`src/rtl/ahb_lite_pkg.sv`:
```
// Shared AHB-Lite encodings and the register-slave FSM state type.
package ahb_lite_pkg;

  localparam logic [1:0] HTRANS_IDLE = 2'b00;
  localparam logic [1:0] HTRANS_BUSY = 2'b01;
  localparam logic [1:0] HTRANS_NSEQ = 2'b10;
  localparam logic [1:0] HTRANS_SEQ  = 2'b11;

  localparam logic [2:0] HSIZE_8  = 3'b000;
  localparam logic [2:0] HSIZE_16 = 3'b001;
  localparam logic [2:0] HSIZE_32 = 3'b010;

  localparam logic HRESP_OKAY  = 1'b0;
  localparam logic HRESP_ERROR = 1'b1;

  typedef enum logic [1:0] {
    IDLE = 2'd0,
    WAIT = 2'd1,
    ERR1 = 2'd2,
    ERR2 = 2'd3
  } ahb_slv_state_t;

endpackage

```
`src/rtl/ahb_lite_wstrb.sv`:
```
// Byte-lane strobe and alignment check for one AHB-Lite address phase.
module ahb_lite_wstrb
  import ahb_lite_pkg::*;
(
  input  logic [2:0] hsize_i,
  input  logic [1:0] addr_i,
  output logic [3:0] strb_o,
  output logic       misalign_o
);

  always_comb begin
    strb_o     = 4'b0000;
    misalign_o = 1'b0;
    case (hsize_i)
      HSIZE_8:  strb_o = 4'b0001 << addr_i;
      HSIZE_16: begin
        strb_o     = addr_i[1] ? 4'b1100 : 4'b0011;
        misalign_o = addr_i[0];
      end
      HSIZE_32: begin
        strb_o     = 4'b1111;
        misalign_o = (addr_i != 2'b00);
      end
      default: strb_o = 4'b0000;
    endcase
  end

endmodule

```
`src/rtl/ahb_lite_reg_slave.sv`:
```
// AHB-Lite register bank: read-only ID at index 0, byte-laned writable registers
// above it, optional wait states and the two-cycle ERROR response.
module ahb_lite_reg_slave
  import ahb_lite_pkg::*;
#(
  parameter logic [31:0] BASE_ADDR   = 32'h8000_2000,
  parameter int          ADDR_W      = 12,
  parameter int          NUM_REGS    = 8,
  parameter int          WAIT_STATES = 0,
  parameter logic [31:0] ID_VALUE    = 32'hA51C_0001
) (
  input  logic                  clk,
  input  logic                  resetn,
  input  logic                  ahb_hsel_i,
  input  logic [31:0]           ahb_haddr_i,
  input  logic                  ahb_hwrite_i,
  input  logic [2:0]            ahb_hsize_i,
  input  logic [1:0]            ahb_htrans_i,
  input  logic [31:0]           ahb_hwdata_i,
  input  logic                  ahb_hreadyin_i,
  output logic                  ahb_hready_o,
  output logic                  ahb_hresp_o,
  output logic [31:0]           ahb_hrdata_o,
  output logic [32*NUM_REGS-1:0] regs_o
);

  localparam int IDX_W = ADDR_W - 2;

  ahb_slv_state_t   state_q, state_d;
  logic [3:0]       cnt_q, cnt_d;
  logic             dvalid_q, dvalid_d;
  logic             wr_q, wr_d;
  logic [IDX_W-1:0] idx_q, idx_d;
  logic [3:0]       strb_q, strb_d;

  logic [3:0] strb_a;
  logic       misalign_a;
  logic       trans_act, accept, err_a, commit;

  ahb_lite_wstrb u_wstrb (
    .hsize_i    (ahb_hsize_i),
    .addr_i     (ahb_haddr_i[1:0]),
    .strb_o     (strb_a),
    .misalign_o (misalign_a)
  );

  // Handshake: an address phase is taken only while this slave drives HREADYOUT
  // high, i.e. the cycle that ends the previous data phase (or an idle bus).
  assign ahb_hready_o = (state_q == IDLE) || (state_q == ERR2);
  assign ahb_hresp_o  = ((state_q == ERR1) || (state_q == ERR2)) ? HRESP_ERROR : HRESP_OKAY;

  assign trans_act = (ahb_htrans_i == HTRANS_NSEQ) || (ahb_htrans_i == HTRANS_SEQ);
  assign accept    = ahb_hsel_i && ahb_hreadyin_i && trans_act && ahb_hready_o;
  assign err_a     = (ahb_haddr_i[31:ADDR_W] != BASE_ADDR[31:ADDR_W]) ||
                     ({{(32-IDX_W){1'b0}}, ahb_haddr_i[ADDR_W-1:2]} >= 32'(NUM_REGS)) ||
                     (ahb_hsize_i > HSIZE_32) || misalign_a;
  // An IDLE-state cycle with a pending data phase is its completing cycle.
  assign commit    = (state_q == IDLE) && dvalid_q && wr_q;

  always_comb begin
    state_d  = state_q;
    cnt_d    = cnt_q;
    dvalid_d = dvalid_q;
    wr_d     = wr_q;
    idx_d    = idx_q;
    strb_d   = strb_q;
    case (state_q)
      IDLE: dvalid_d = 1'b0;
      WAIT: begin
        if (cnt_q <= 4'd1) state_d = IDLE;
        else               cnt_d   = cnt_q - 4'd1;
      end
      ERR1: state_d = ERR2;
      ERR2: state_d = IDLE;
      default: state_d = IDLE;
    endcase
    if (accept) begin
      wr_d   = ahb_hwrite_i;
      idx_d  = ahb_haddr_i[ADDR_W-1:2];
      strb_d = strb_a;
      if (err_a) begin
        state_d  = ERR1;
        dvalid_d = 1'b0;
      end else begin
        dvalid_d = 1'b1;
        if (WAIT_STATES == 0) begin
          state_d = IDLE;
        end else begin
          state_d = WAIT;
          cnt_d   = 4'(WAIT_STATES);
        end
      end
    end
  end

  always_ff @(posedge clk or negedge resetn) begin
    if (!resetn) begin
      state_q  <= IDLE;
      cnt_q    <= 4'd0;
      dvalid_q <= 1'b0;
      wr_q     <= 1'b0;
      idx_q    <= '0;
      strb_q   <= 4'b0000;
    end else begin
      state_q  <= state_d;
      cnt_q    <= cnt_d;
      dvalid_q <= dvalid_d;
      wr_q     <= wr_d;
      idx_q    <= idx_d;
      strb_q   <= strb_d;
    end
  end

  for (genvar k = 0; k < NUM_REGS; k++) begin : g_reg
    if (k == 0) begin : g_id
      assign regs_o[31:0] = ID_VALUE;
    end else begin : g_rw
      logic [31:0] r_q;
      always_ff @(posedge clk or negedge resetn) begin
        if (!resetn) begin
          r_q <= 32'd0;
        end else if (commit && (idx_q == IDX_W'(k))) begin
          for (int b = 0; b < 4; b++) begin
            if (strb_q[b]) r_q[8*b +: 8] <= ahb_hwdata_i[8*b +: 8];
          end
        end
      end
      assign regs_o[32*k +: 32] = r_q;
    end
  end

  always_comb begin
    ahb_hrdata_o = 32'd0;
    if (dvalid_q && !wr_q) begin
      for (int k = 0; k < NUM_REGS; k++) begin
        if (idx_q == IDX_W'(k)) ahb_hrdata_o = regs_o[32*k +: 32];
      end
    end
  end

endmodule

```
`config.mk`:
```
export PLATFORM = sky130hd
export DESIGN_NAME = ahb_lite_reg_slave
export DESIGN_NICKNAME = d
export VERILOG_FILES = /design/src/rtl/ahb_lite_pkg.sv /design/src/rtl/ahb_lite_wstrb.sv /design/src/rtl/ahb_lite_reg_slave.sv
export SDC_FILE = /design/constraint.sdc
export NUM_CORES = 1
export LEC_CHECK = 0
export ABC_AREA = 1
export CAP_MARGIN = 25
export CORE_ASPECT_RATIO = 0.7
export CORE_MARGIN = 3
export CORE_UTILIZATION = 52
export DETAILED_ROUTE_END_ITERATION = 6
export PLACE_DENSITY = 0.91
export SLEW_MARGIN = 20
export SYNTH_ARGS = -nofsm -noshare
export SYNTH_HDL_FRONTEND = slang
export SYNTH_SLANG_ARGS = --single-unit
```
`constraint.sdc`:
```
create_clock -name clk -period 2.63 [get_ports clk]
set_input_delay 0.526 -clock clk [delete_from_list [all_inputs] [get_ports clk]]
set_output_delay 0.526 -clock clk [all_outputs]
set_load 0.05 [all_outputs]
```
==> results of run 1 <==
## power by group through the flow
stage | clock network, mW | registers, mW | logic, mW
final | 3.67 | 4.16 | 3.26
after floorplan | 0 | 4.04 | 1.45
after global placement | 0 | 4.18 | 2.12
after CTS | 3.67 | 4.13 | 2.88
after global routing | 3.82 | 4.17 | 3.35
after detailed placement | 0 | 4.19 | 2.17
## synthesized netlist by cell type, types with 7 or more instances
master and instances:
o211ai_1 33, nand3_4 11, nand4_1 35, dfrtp_1 246, buf_4 44, inv_1 109
nor2_1 53, a21oi_1 50, o21ai_2 64, nand3_1 93, o21ai_0 197, nand2_1 340
o21ai_1 25, nand2_2 7, clkbuf_1 23, buf_2 30, buf_6 7
## final cells by class
cell class                      instances  area (µm²)
Sequential cell                       246        6157
Multi-Input combinational cell        979        5640
Fill cell                            1328        4737
Timing Repair Buffer                  407        4662
Clock buffer                           31       698.2
Inverter                              116       474.2
Tap cell                              312       390.4
Clock inverter                         15       147.6
## critical path: stages (launching register included)
cell,delay [ps]
dfrtp_1,430
nor2_4,170
nand2_4,120
nor2_4,150
buf_6,140
nand2_4,80
buf_4,180
o21ai_0,280
inv_1,90
nand2_1,110
a21oi_2,80
buf_12,160
## state kept, by name, summed over array words and instances (netlist names)
| signal | count |
|---|---|
| g.g_rw.r_q | 224 |
| strb_q | 4 |
| state_q | 2 |
| cnt_q | 4 |
| dvalid_q | 1 |
| wr_q | 1 |
| idx_q | 10 |
## stage by stage
| step | hold slack, ps | utilization | setup TNS, ps | instances |
|---|---|---|---|---|
| finish | 513.2 | 0.7932 | -10500 | 2106 |
| floorplan | 230.4 | - | 0 | 1448 |
| CTS | 502.0 | 0.7739 | -8032 | 2101 |
| global route | 519.0 | 0.7932 | -13020 | 2106 |
| global placement | 458.9 | 0.7087 | 0 | 2021 |
| detailed placement | 488.6 | 0.7087 | 0 | 2021 |
## cell families after synthesis
| kind of cell | after synthesis |
|---|---|
| adders and majority gates | 6 |
| AOI/OAI and AO/OA | 373 |
| DFF | 246 |
| other | 2 |
| and+or+nand+nor | 565 |
| buffers and inverters | 223 |
| xor gates and xnor gates | 3 |
## per-layer routing
| layer | share of wire | global-route usage |
|---|---|---|
| met3 | 0.13 | 0.09782 |
| met4 | 0.064 | 0.1494 |
| met5 | 0 | 0 |
| met1 | 0.36 | 0.4649 |
| met2 | 0.45 | 0.5753 |
## final timing paths
| path | from | end | slack, ps | depth (start not counted) |
|---|---|---|---|---|
| min in group asynchronous | resetn | g_reg[6].g_rw.r_q[10] | 570 | 2 |
| worst max register to register | state_q[0] | g_reg[1].g_rw.r_q[0] | 70 | 6 |
| worst max-delay path | idx_q[5] | ahb_hrdata_o[2] | -430 | 11 |
| worst min register to register | g_reg[5].g_rw.r_q[25] | g_reg[5].g_rw.r_q[25] | 510 | 2 |
| max in group asynchronous | resetn | g_reg[6].g_rw.r_q[24] | 1340 | 3 |
| worst min-delay path | g_reg[5].g_rw.r_q[25] | g_reg[5].g_rw.r_q[25] | 510 | 2 |
## repair_timing
| item | in CTS | in global routing |
|---|---|---|
| hold endpoints to repair | 6 | 0 |
| setup buffers | 26 | 6 |
| gates cloned | 7 | 5 |
| hold buffers | 1 | 0 |
| resized for setup | 79 | 96 |
| pin swaps | 34 | 66 |
| endpoints found under the setup margin | 34 | 32 |
==> metrics.md, run 1 <==
| Metric | Value |
|---|---|
| Status | `finished, violations left` |
| Failing checks | `DRC, setup timing` |
| Site row count | `46` |
| VDD IR max | `0.6709 mV` |
| Max-cap violations | `0` |
| Synth Area in Adders | `0.006119` |
| CTS tree | `yes` |
| Overall routing resource usage | `0.3586` |
| P_leak | `8.234 nW` |
| Synth top area cells | `dfrtp_1 50%, nand2_1 10%, o21ai_0 8.0%, o21ai_2 4.6%, nand3_1 3.8%` |
| RSZ-0062 raised after global routing | `yes` |
| Port Buf Inserts | `330` |
| Most common cell after layout, fill and taps aside | `nand2_1` |
| Top_reg_cell synth | `dfrtp_1` |
| Switching pwr | `3.947 mW` |
| PD cells | `610.2 nW/µm²` |
| CTS buffer count | `25` |
| Post-synth ARST share | `1.000` |
| Fraction of the mapped netlist area in compound gates | `0.1790` |
| Final Hold Fails | `0` |
| Antenna cells | `0` |
| Ports | `364` |
| Seq pwr share | `0.375` |
| Post-Synth Simple-Gate Area | `0.2206` |
| Largest family of logic cells by synthesized area | `simple AND/OR/NAND/NOR gates` |
| # DRC | `2` |
| Sw frac | `0.3560` |
| Final setup vio count | `32` |
| Crit path max fanout | `7` |
| Number of global-route vias before repair | `12,520` |
| # nets final | `1,855` |
| Place WS | `91.77 ps` |
| Mapped Area | `12,270 µm²` |
| Synth Area in XOR/XNOR | `0.002142` |
| Routability cong. | `0.9083` |
| Tmin final | `3058 ps` |
| Worst-skew pair later-pin latency | `540 ps` |
| Vias/cell | `6.154` |
| Design area | `18,170 µm²` |
| Routed Antenna Nets | `0` |
| Routed Wire Length | `49.97 mm` |
| Setup crit start kind | `flip-flop` |
| Tot Pwr | `11.09 mW` |
| Sequential-to-total area share from yosys stat | `0.5017` |
| Synth Warn # | `0` |
| FF+latch count, synth | `246` |
| Avg Synthesized Cell Area | `8.653 µm²` |
| Share of cells above drive strength 1 | `0.2096` |
| Die Area | `25,500 µm²` |
| Critical path endpoint category | `output port` |
| Cells after Synth | `1,418` |
| Synth area leader | `dfrtp_1` |
| Total gr overflow | `0` |
| Initial Util | `0.5356` |
| Data required time of the worst path | `2100 ps` |
| Detail Placement HPWL | `31.40 mm` |
| DRT Pass-1 Iters | `7` |
| Largest net degree at the start of global routing | `72` |
| Max Clock Skew | `27.21 ps` |
| Logic pwr share | `0.294` |
| CTS max path bufs | `3` |
| Setup ws final | `-427.5 ps` |
| Max-slew violation count | `0` |
| Iteration-0 DRC Markers | `1,802` |
| Hold Path Class | `flip-flop to flip-flop` |
| Horiz. Die Dim | `189.6 µm` |
| Top cell type's share of synthesized area | `0.5017` |
| Data arrival, critical path | `2530 ps` |
| P_int | `7.140 mW` |
| Die H | `134.5 µm` |
| Multiplexer share of the synthesized area | `0` |
| Post-synth EDFFs | `0` |
| Slew @ Worst Pin | `657.2 ps` |
| Floorplan Core Area | `22,910 µm²` |
| Most frequent cells in the layout | `324 x nand2_1, 295 x clkdlybuf4s50_1, 245 x dfrtp_1` |
| Antenna violations before repair | `0` |
| Area delta synth->final | `48.09%` |
| CTS sink count | `246` |
| Worst Path Class, Setup | `flip-flop to output port` |
| Root buffer cell | `clkbuf_16` |
| Via count | `12,960` |
| Relative slew margins | `0.5605` |
| Placed cell areas | `16,230 µm²` |
| First-pass GRT wire length | `71.45 mm` |
| Clock share of power | `0.331` |
| Peak Freq | `327.1 MHz` |
| WL/cell | `23.73 µm` |
| H-tree depth | `1` |
| Unique masters post-synth | `37` |
| Reg clk slew, reported paths | `60 ps` |
| Fin crit share | `1.163` |
Power figures use the tool's default switching activity.
==> run 2, diff against run 1 <==
CORE_UTILIZATION = 53   (was 52)
CTS_BUF_LIST = sky130_fd_sc_hd__clkbuf_4   (was not set)
PLACE_DENSITY = 0.92   (was 0.91)
==> run 2 against run 1 <==
The run still ends with DRC, setup timing left; clock-buffer cell count is 46 higher; clock skew decreased by 0.56 ps; global-route usage grew 0.43 points; combinational power shrank 8.0%; die area is 1.8% lower; clock power is 19% lower; flip-flop and latch count stayed put; critical path depth rose by 1; non-clock buffer count decreased by 2; critical path type unchanged.
==> metrics.md, run 2 (synthesis gave the netlist of run 1 again) <==
| Metric | Value |
|---|---|
| PD cells | `569.7 nW/µm² (was 610.2 nW/µm²)` |
| Root buffer cell | `clkbuf_4 (was clkbuf_16)` |
| Setup ws final | `-516.6 ps (was -427.5 ps)` |
| Buffers & Inverters on Critical Path | `3 (was 4)` |
| First-pass GRT wire length | `71.36 mm (was 71.45 mm)` |
| Total gr overflow | `0 (unchanged)` |
| Detail Route met3 WL | `6.799 mm (was 6.395 mm)` |
| Detail Placement HPWL | `32.69 mm (was 31.40 mm)` |
| WL met2 | `23.33 mm (was 22.33 mm)` |
| Top Layer Used | `met4 (unchanged)` |
| Horiz. Die Dim | `187.9 µm (was 189.6 µm)` |
| Site row count | `45 (was 46)` |
| Critical path endpoint category | `output port (unchanged)` |
| Share of cells above drive strength 1 | `0.2208 (was 0.2096)` |
| WL/cell | `23.44 µm (was 23.73 µm)` |
| Routed Wire Length | `50.57 mm (was 49.97 mm)` |
| Number of global-route vias before repair | `12,630 (was 12,520)` |
| Largest net degree at the start of global routing | `79 (was 72)` |
| Vias/cell | `6.167 (was 6.154)` |
| Status | `finished, violations left (unchanged)` |
| H-tree depth | `2 (was 1)` |
| Final setup vio count | `32 (unchanged)` |
| Biggest register | `g.g_rw.r_q (unchanged)` |
| Port Buf Inserts | `330 (unchanged)` |
| CTS tree | `yes (unchanged)` |
| Cell family with most CP delay | `simple AND/OR/NAND/NOR gates (unchanged)` |
| Tmin final | `3147 ps (was 3058 ps)` |
| Most common cell after layout, fill and taps aside | `nand2_1 (unchanged)` |
| Antenna violations before repair | `2 (was 0)` |
| Setup crit start kind | `flip-flop (unchanged)` |
| Delay of the slowest critical-path stage | `420 ps (was 430 ps)` |
| # DRC | `12 (was 2)` |
| # nets final | `1,887 (was 1,855)` |
| RSZ-0062 raised after global routing | `yes (unchanged)` |
| Area delta synth->final | `44.99% (was 48.09%)` |
| Routability cong. | `0.9141 (was 0.9083)` |
| Die Area | `25,040 µm² (was 25,500 µm²)` |
| Crit path max fanout | `7 (unchanged)` |
| Die H | `133.3 µm (was 134.5 µm)` |
| Data arrival, critical path | `2620 ps (was 2530 ps)` |
| Worst Path Class, Setup | `flip-flop to output port (unchanged)` |
| Critical-path cell list | `nor2_4, nand2_4, nor2_4, buf_8, nand2_1, nand2_1, nand2_1, nor2_2, nand4_1, nand2_1, inv_2, buf_12 (was nor2_4, nand2_4, nor2_4, buf_6, nand2_4, buf_4, o21ai_0, inv_1, nand2_1, a21oi_2, buf_12)` |
| CP most frequent cell | `nand2_1` |
| Design area | `17,790 µm² (was 18,170 µm²)` |
| Max Clock Skew | `26.65 ps (was 27.21 ps)` |
| Ports | `364 (unchanged)` |
| Routed Antenna Nets | `0 (unchanged)` |
| Slew @ Worst Pin | `706.4 ps (was 657.2 ps)` |
| Most frequent cells in the layout | `322 x nand2_1, 294 x clkdlybuf4s50_1, 243 x dfrtp_1 (was 324 x nand2_1, 295 x clkdlybuf4s50_1, 245 x dfrtp_1)` |
| VDD IR max | `0.4328 mV (was 0.6709 mV)` |
| Overall routing resource usage | `0.3629 (was 0.3586)` |
| Peak Freq | `317.8 MHz (was 327.1 MHz)` |
| Max-slew violation count | `0 (unchanged)` |
| Hold_ws | `398.2 ps (was 513.2 ps)` |
| Critical path's slowest cell | `dfrtp_1 (unchanged)` |
| Flip-flop count of the largest register after layout | `224 (unchanged)` |
| Hold Path Class | `primary input to async pin (was flip-flop to flip-flop)` |
| Failing checks | `DRC, setup timing (unchanged)` |
| Fin crit share | `1.196 (was 1.163)` |
| Met1 WL | `18.14 mm (was 18.04 mm)` |
| DRT Pass-1 Iters | `7 (unchanged)` |
| Worst-skew pair later-pin latency | `680 ps (was 540 ps)` |
| Data required time of the worst path | `2100 ps (about the same)` |
| Top Registers | `g.g_rw.r_q (224), idx_q (10) (unchanged)` |
| Final Hold Fails | `0 (unchanged)` |
| Reg clk slew, reported paths | `70 ps (was 60 ps)` |
| CTS max path bufs | `3 (unchanged)` |
| Placed cell areas | `16,250 µm² (was 16,230 µm²)` |
| Core Util, Final | `0.8019 (was 0.7932)` |
| Initial Util | `0.5531 (was 0.5356)` |
| CTS buffer count | `58 (was 25)` |
| P_leak | `8.179 nW (was 8.234 nW)` |
| Max-cap violations | `0 (unchanged)` |
| Tot Pwr | `10.13 mW (was 11.09 mW)` |
| Relative slew margins | `0.5276 (was 0.5605)` |
| Floorplan Core Area | `22,180 µm² (was 22,910 µm²)` |
| Iteration-0 DRC Markers | `2,074 (was 1,802)` |
| CTS sink count | `246 (unchanged)` |
| Via count | `13,300 (was 12,960)` |
[run 2: changes by cell type in the layout (fill, tap and decap cells not counted), sizes merged]
cell           delta
clkbuf           +44
clkinv           +12
diode             +4
bufinv            -2
clkdlybuf4s15     +2
clkinvlp          -2
dlygate4sd2       -2
inv               +2
clkdlybuf4s50     -1
dlymetal6s2s      +1
[run 2: what timing repair did]
action | in CTS | in global routing
setup buffers | 12 | 12
setup endpoints to repair | 34 | 34
resized for setup | 99 | 92
hold endpoints to repair | 70 | 0
gates cloned | 3 | 5
pin swaps | 29 | 37
hold buffers | 1 | 0
[run 2: power by group]
part | switching [mW] | internal (mW)
clock | 1.61 | 1.37
combinational | 2.00 | 0.999
sequential | 0.261 | 3.90
total | 3.87 | 6.27
[run 2: area by class of cell]
| cell class | instances | area (µm²) |
|---|---|---|
| Antenna cell | 4 | 10.01 |
| Sequential cell | 246 | 6160 |
| Clock buffer | 77 | 578.1 |
| Tap cell | 305 | 381.6 |
| Timing Repair inverter | 1 | 11.26 |
| Clock inverter | 24 | 100.1 |
| Inverter | 116 | 474.2 |
| Multi-Input combinational cell | 979 | 5524 |
| Fill cell | 1349 | 4394 |
| Timing Repair Buffer | 405 | 4551 |
[run 2: worst paths after layout]
path	from	cells after the start	endpoint	slack (ps)
setup / recovery	idx_q[7]	12	ahb_hrdata_o[26]	-520
max in group asynchronous	resetn	3	g_reg[2].g_rw.r_q[9]	1440
min in group clk	ahb_haddr_i[6]	3	idx_q[4]	430
setup reg to reg	state_q[1]	7	g_reg[4].g_rw.r_q[4]	100
hold reg to reg	cnt_q[3]	1	cnt_q[3]	480
hold / removal	resetn	2	g_reg[7].g_rw.r_q[8]	400
[run 2: stage by stage]
stage	setup TNS, ps	setup WS [ps]	cells
after floorplan	0	9.385	1448
after detailed placement	0	120.1	2022
after global placement	0	152.6	2022
after CTS	-12750	-437.5	2139
final	-14300	-516.6	2157
after global routing	-16250	-593.5	2156
[run 2: metal layers]
layer,track usage,vias to the layer above
li1,-,5509
met2,0.5897,1255
met5,0,-
met3,0.09995,280
met1,0.4691,6259
met4,0.1349,0
==> run 3, diff against run 2 <==
CORE_ASPECT_RATIO = 1.2   (was 0.7)
PLACE_DENSITY = 0.95   (was 0.92)
==> run 3 against run 2 <==
The run ends with setup timing left; sequential share of layout area shrank 0.59 points; clock-buffer cell count grew 9; worst hold slack worse by 97 ps; first-iteration DRC count shrank 39%; die area about the same; core utilization down 0.11 points; largest power group unchanged.
==> metrics.md, run 3 (synthesis gave the netlist of run 1 again) <==
| Metric | Value |
|---|---|
| Status | `finished, violations left (unchanged)` |
| Failing checks | `setup timing (was DRC, setup timing)` |
| Crit path max fanout | `9 (was 7)` |
| Max-slew violation count | `0 (unchanged)` |
| Flip-flop count of the largest register after layout | `224 (unchanged)` |
| Die H | `172.7 µm (was 133.3 µm)` |
| Most common cell after layout, fill and taps aside | `nand2_1 (unchanged)` |
| Reg clk slew, reported paths | `70 ps (about the same)` |
| Port Buf Inserts | `330 (unchanged)` |
| # nets final | `1,897 (was 1,887)` |
| Worst Reg-to-Reg Cells | `7 (unchanged)` |
| Routed Wire Length | `46.76 mm (was 50.57 mm)` |
| Setup slack, reg-to-reg | `330 ps (was 100 ps)` |
| Hold_ws | `301.3 ps (was 398.2 ps)` |
| Total gr overflow | `0 (unchanged)` |
| Overall routing resource usage | `0.3550 (was 0.3629)` |
| First-pass GRT wire length | `69.95 mm (was 71.36 mm)` |
| Vias/cell | `5.946 (was 6.167)` |
| Peak Freq | `316.6 MHz (was 317.8 MHz)` |
| # DRC | `0 (was 12)` |
| Final setup vio count | `32 (unchanged)` |
| R2r endpoint | `g_reg[1].g_rw.r_q[29] (was g_reg[4].g_rw.r_q[4])` |
| Via count | `12,930 (was 13,300)` |
| Data arrival, critical path | `2630 ps (was 2620 ps)` |
| DRT Pass-1 Iters | `6 (was 7)` |
| Max-cap violations | `0 (unchanged)` |
| Share of cells above drive strength 1 | `0.2269 (was 0.2208)` |
| Setup ws final | `-528.2 ps (was -516.6 ps)` |
| Horiz. Die Dim | `144.9 µm (was 187.9 µm)` |
| Critical path endpoint | `ahb_hrdata_o[4] (was ahb_hrdata_o[26])` |
| Biggest register | `g.g_rw.r_q (unchanged)` |
| Max Clock Skew | `21.65 ps (was 26.65 ps)` |
| Initial Util | `0.5430 (was 0.5531)` |
| Ports | `364 (unchanged)` |
| CTS tree | `yes (unchanged)` |
| VDD IR max | `0.3456 mV (was 0.4328 mV)` |
| WL/cell | `21.50 µm (was 23.44 µm)` |
| CP startpoint | `idx_q[5] (was idx_q[7])` |
| RR Startpoint | `state_q[1] (unchanged)` |
| Relative slew margins | `0.5798 (was 0.5276)` |
| Antenna violations before repair | `1 (was 2)` |
| Routability cong. | `0.9556 (was 0.9141)` |
| CTS buffer count | `59 (was 58)` |
| Hold Path Class | `primary input to async pin (unchanged)` |
| Tmin final | `3158 ps (was 3147 ps)` |
| Final Hold Fails | `0 (unchanged)` |
| Root buffer cell | `clkbuf_4 (unchanged)` |
| Tot Pwr | `10.28 mW (was 10.13 mW)` |
| Critical path endpoint category | `output port (unchanged)` |
| PD cells | `568.1 nW/µm² (was 569.7 nW/µm²)` |
| Detail Placement HPWL | `30.92 mm (was 32.69 mm)` |
| CTS max path bufs | `3 (unchanged)` |
| Largest net degree at the start of global routing | `97 (was 79)` |
| Slew @ Worst Pin | `628.3 ps (was 706.4 ps)` |
| Fin crit share | `1.201 (was 1.196)` |
| Worst Path Class, Setup | `flip-flop to output port (unchanged)` |
| P_leak | `8.324 nW (was 8.179 nW)` |
| RSZ-0062 raised after global routing | `yes (unchanged)` |
| Setup crit start kind | `flip-flop (unchanged)` |
| Die Area | `25,020 µm² (was 25,040 µm²)` |
| Place WS | `95.54 ps (was 120.1 ps)` |
| Site row count | `60 (was 45)` |
| Setup TNS Final | `-14,130 ps (was -14,300 ps)` |
| Routed Antenna Nets | `0 (unchanged)` |
| H-tree depth | `2 (unchanged)` |
| Iteration-0 DRC Markers | `1,271 (was 2,074)` |
| Core Util, Final | `0.8008 (was 0.8019)` |
| Floorplan Core Area | `22,600 µm² (was 22,180 µm²)` |
| Data required time of the worst path | `2100 ps (about the same)` |
| Worst-skew pair later-pin latency | `710 ps (was 680 ps)` |
| Number of global-route vias before repair | `12,800 (was 12,630)` |
| Most frequent cells in the layout | `317 x nand2_1, 295 x clkdlybuf4s50_1, 244 x dfrtp_1 (was 322 x nand2_1, 294 x clkdlybuf4s50_1, 243 x dfrtp_1)` |
| CTS sink count | `246 (unchanged)` |
| Top Registers | `g.g_rw.r_q (224), idx_q (10) (unchanged)` |
| Area delta synth->final | `47.49% (was 44.99%)` |
## run 3: cell count changes in the layout (fill, tap and decap cells not counted), moves of 5 or more
cell,change
buf_4,-5
a21oi_2,-15
o21ai_1,-11
a21oi_4,+7
a21oi_1,+8
clkbuf_4,+9
nand2_1,-5
o21ai_2,+6
buf_6,+8
## run 3: worst max-delay path, cell delays in order, from the launching register on
cell	delay [ps]
dfrtp_1	420
nor2_4	160
nand2_4	120
nor2_4	220
buf_6	150
nand2_8	100
buf_12	180
o21ai_1	160
inv_1	70
nand2_1	100
a21oi_2	100
buf_12	160
## run 3: how the worst min path moves through the flow
stage / startpoint / to / cells past startpoint
after floorplan: resetn / cnt_q[0] / 0
after detailed placement: resetn / cnt_q[0] / 1
after global routing: resetn / cnt_q[0] / 2
after CTS: resetn / g_reg[4].g_rw.r_q[6] / 2
after global placement: resetn / cnt_q[0] / 1
final: resetn / cnt_q[0] / 2
## run 3: what timing repair did
item,4_1_cts,5_1_grt
setup buffers,28,6
hold buffers,1,0
pin swaps,27,40
gates cloned,3,4
hold endpoints to repair,37,0
setup endpoints to repair,34,33
gates resized for setup,110,86
## run 3: area by class of cell
class / count / area [µm²]
multi-input cells: 979 / 5570
clock buffers: 86 / 645.6
diodes: 1 / 2.502
fillers: 1288 / 4501
repair buffers: 415 / 4768
clock inverters: 22 / 83.83
well taps: 310 / 387.9
inverters: 116 / 479.2
flip-flops and latches: 246 / 6158
## run 3: where the power goes
group	leakage (nW)	switching (mW)	total, mW	internal [mW]
combinational	5.64	1.92	3.03	1.11
clock	0.441	1.59	3.09	1.50
sequential	2.24	0.257	4.16	3.90
total	8.32	3.77	10.3	6.51
## run 3: through the flow
stage,cells,cell area [µm²]
after floorplan,1448,12460
after global placement,2027,16290
after detailed placement,2027,16290
after CTS,2166,17710
after global routing,2175,18100
final,2175,18100
## run 3: metal layers
metal	GRT usage	vias to the layer above	routed length (µm)
met5	0	-	0
met4	0.1684	0	2472
met3	0.07137	201	4811
met2	0.5933	990	23280
met1	0.4362	6197	16190
li1	-	5544	-
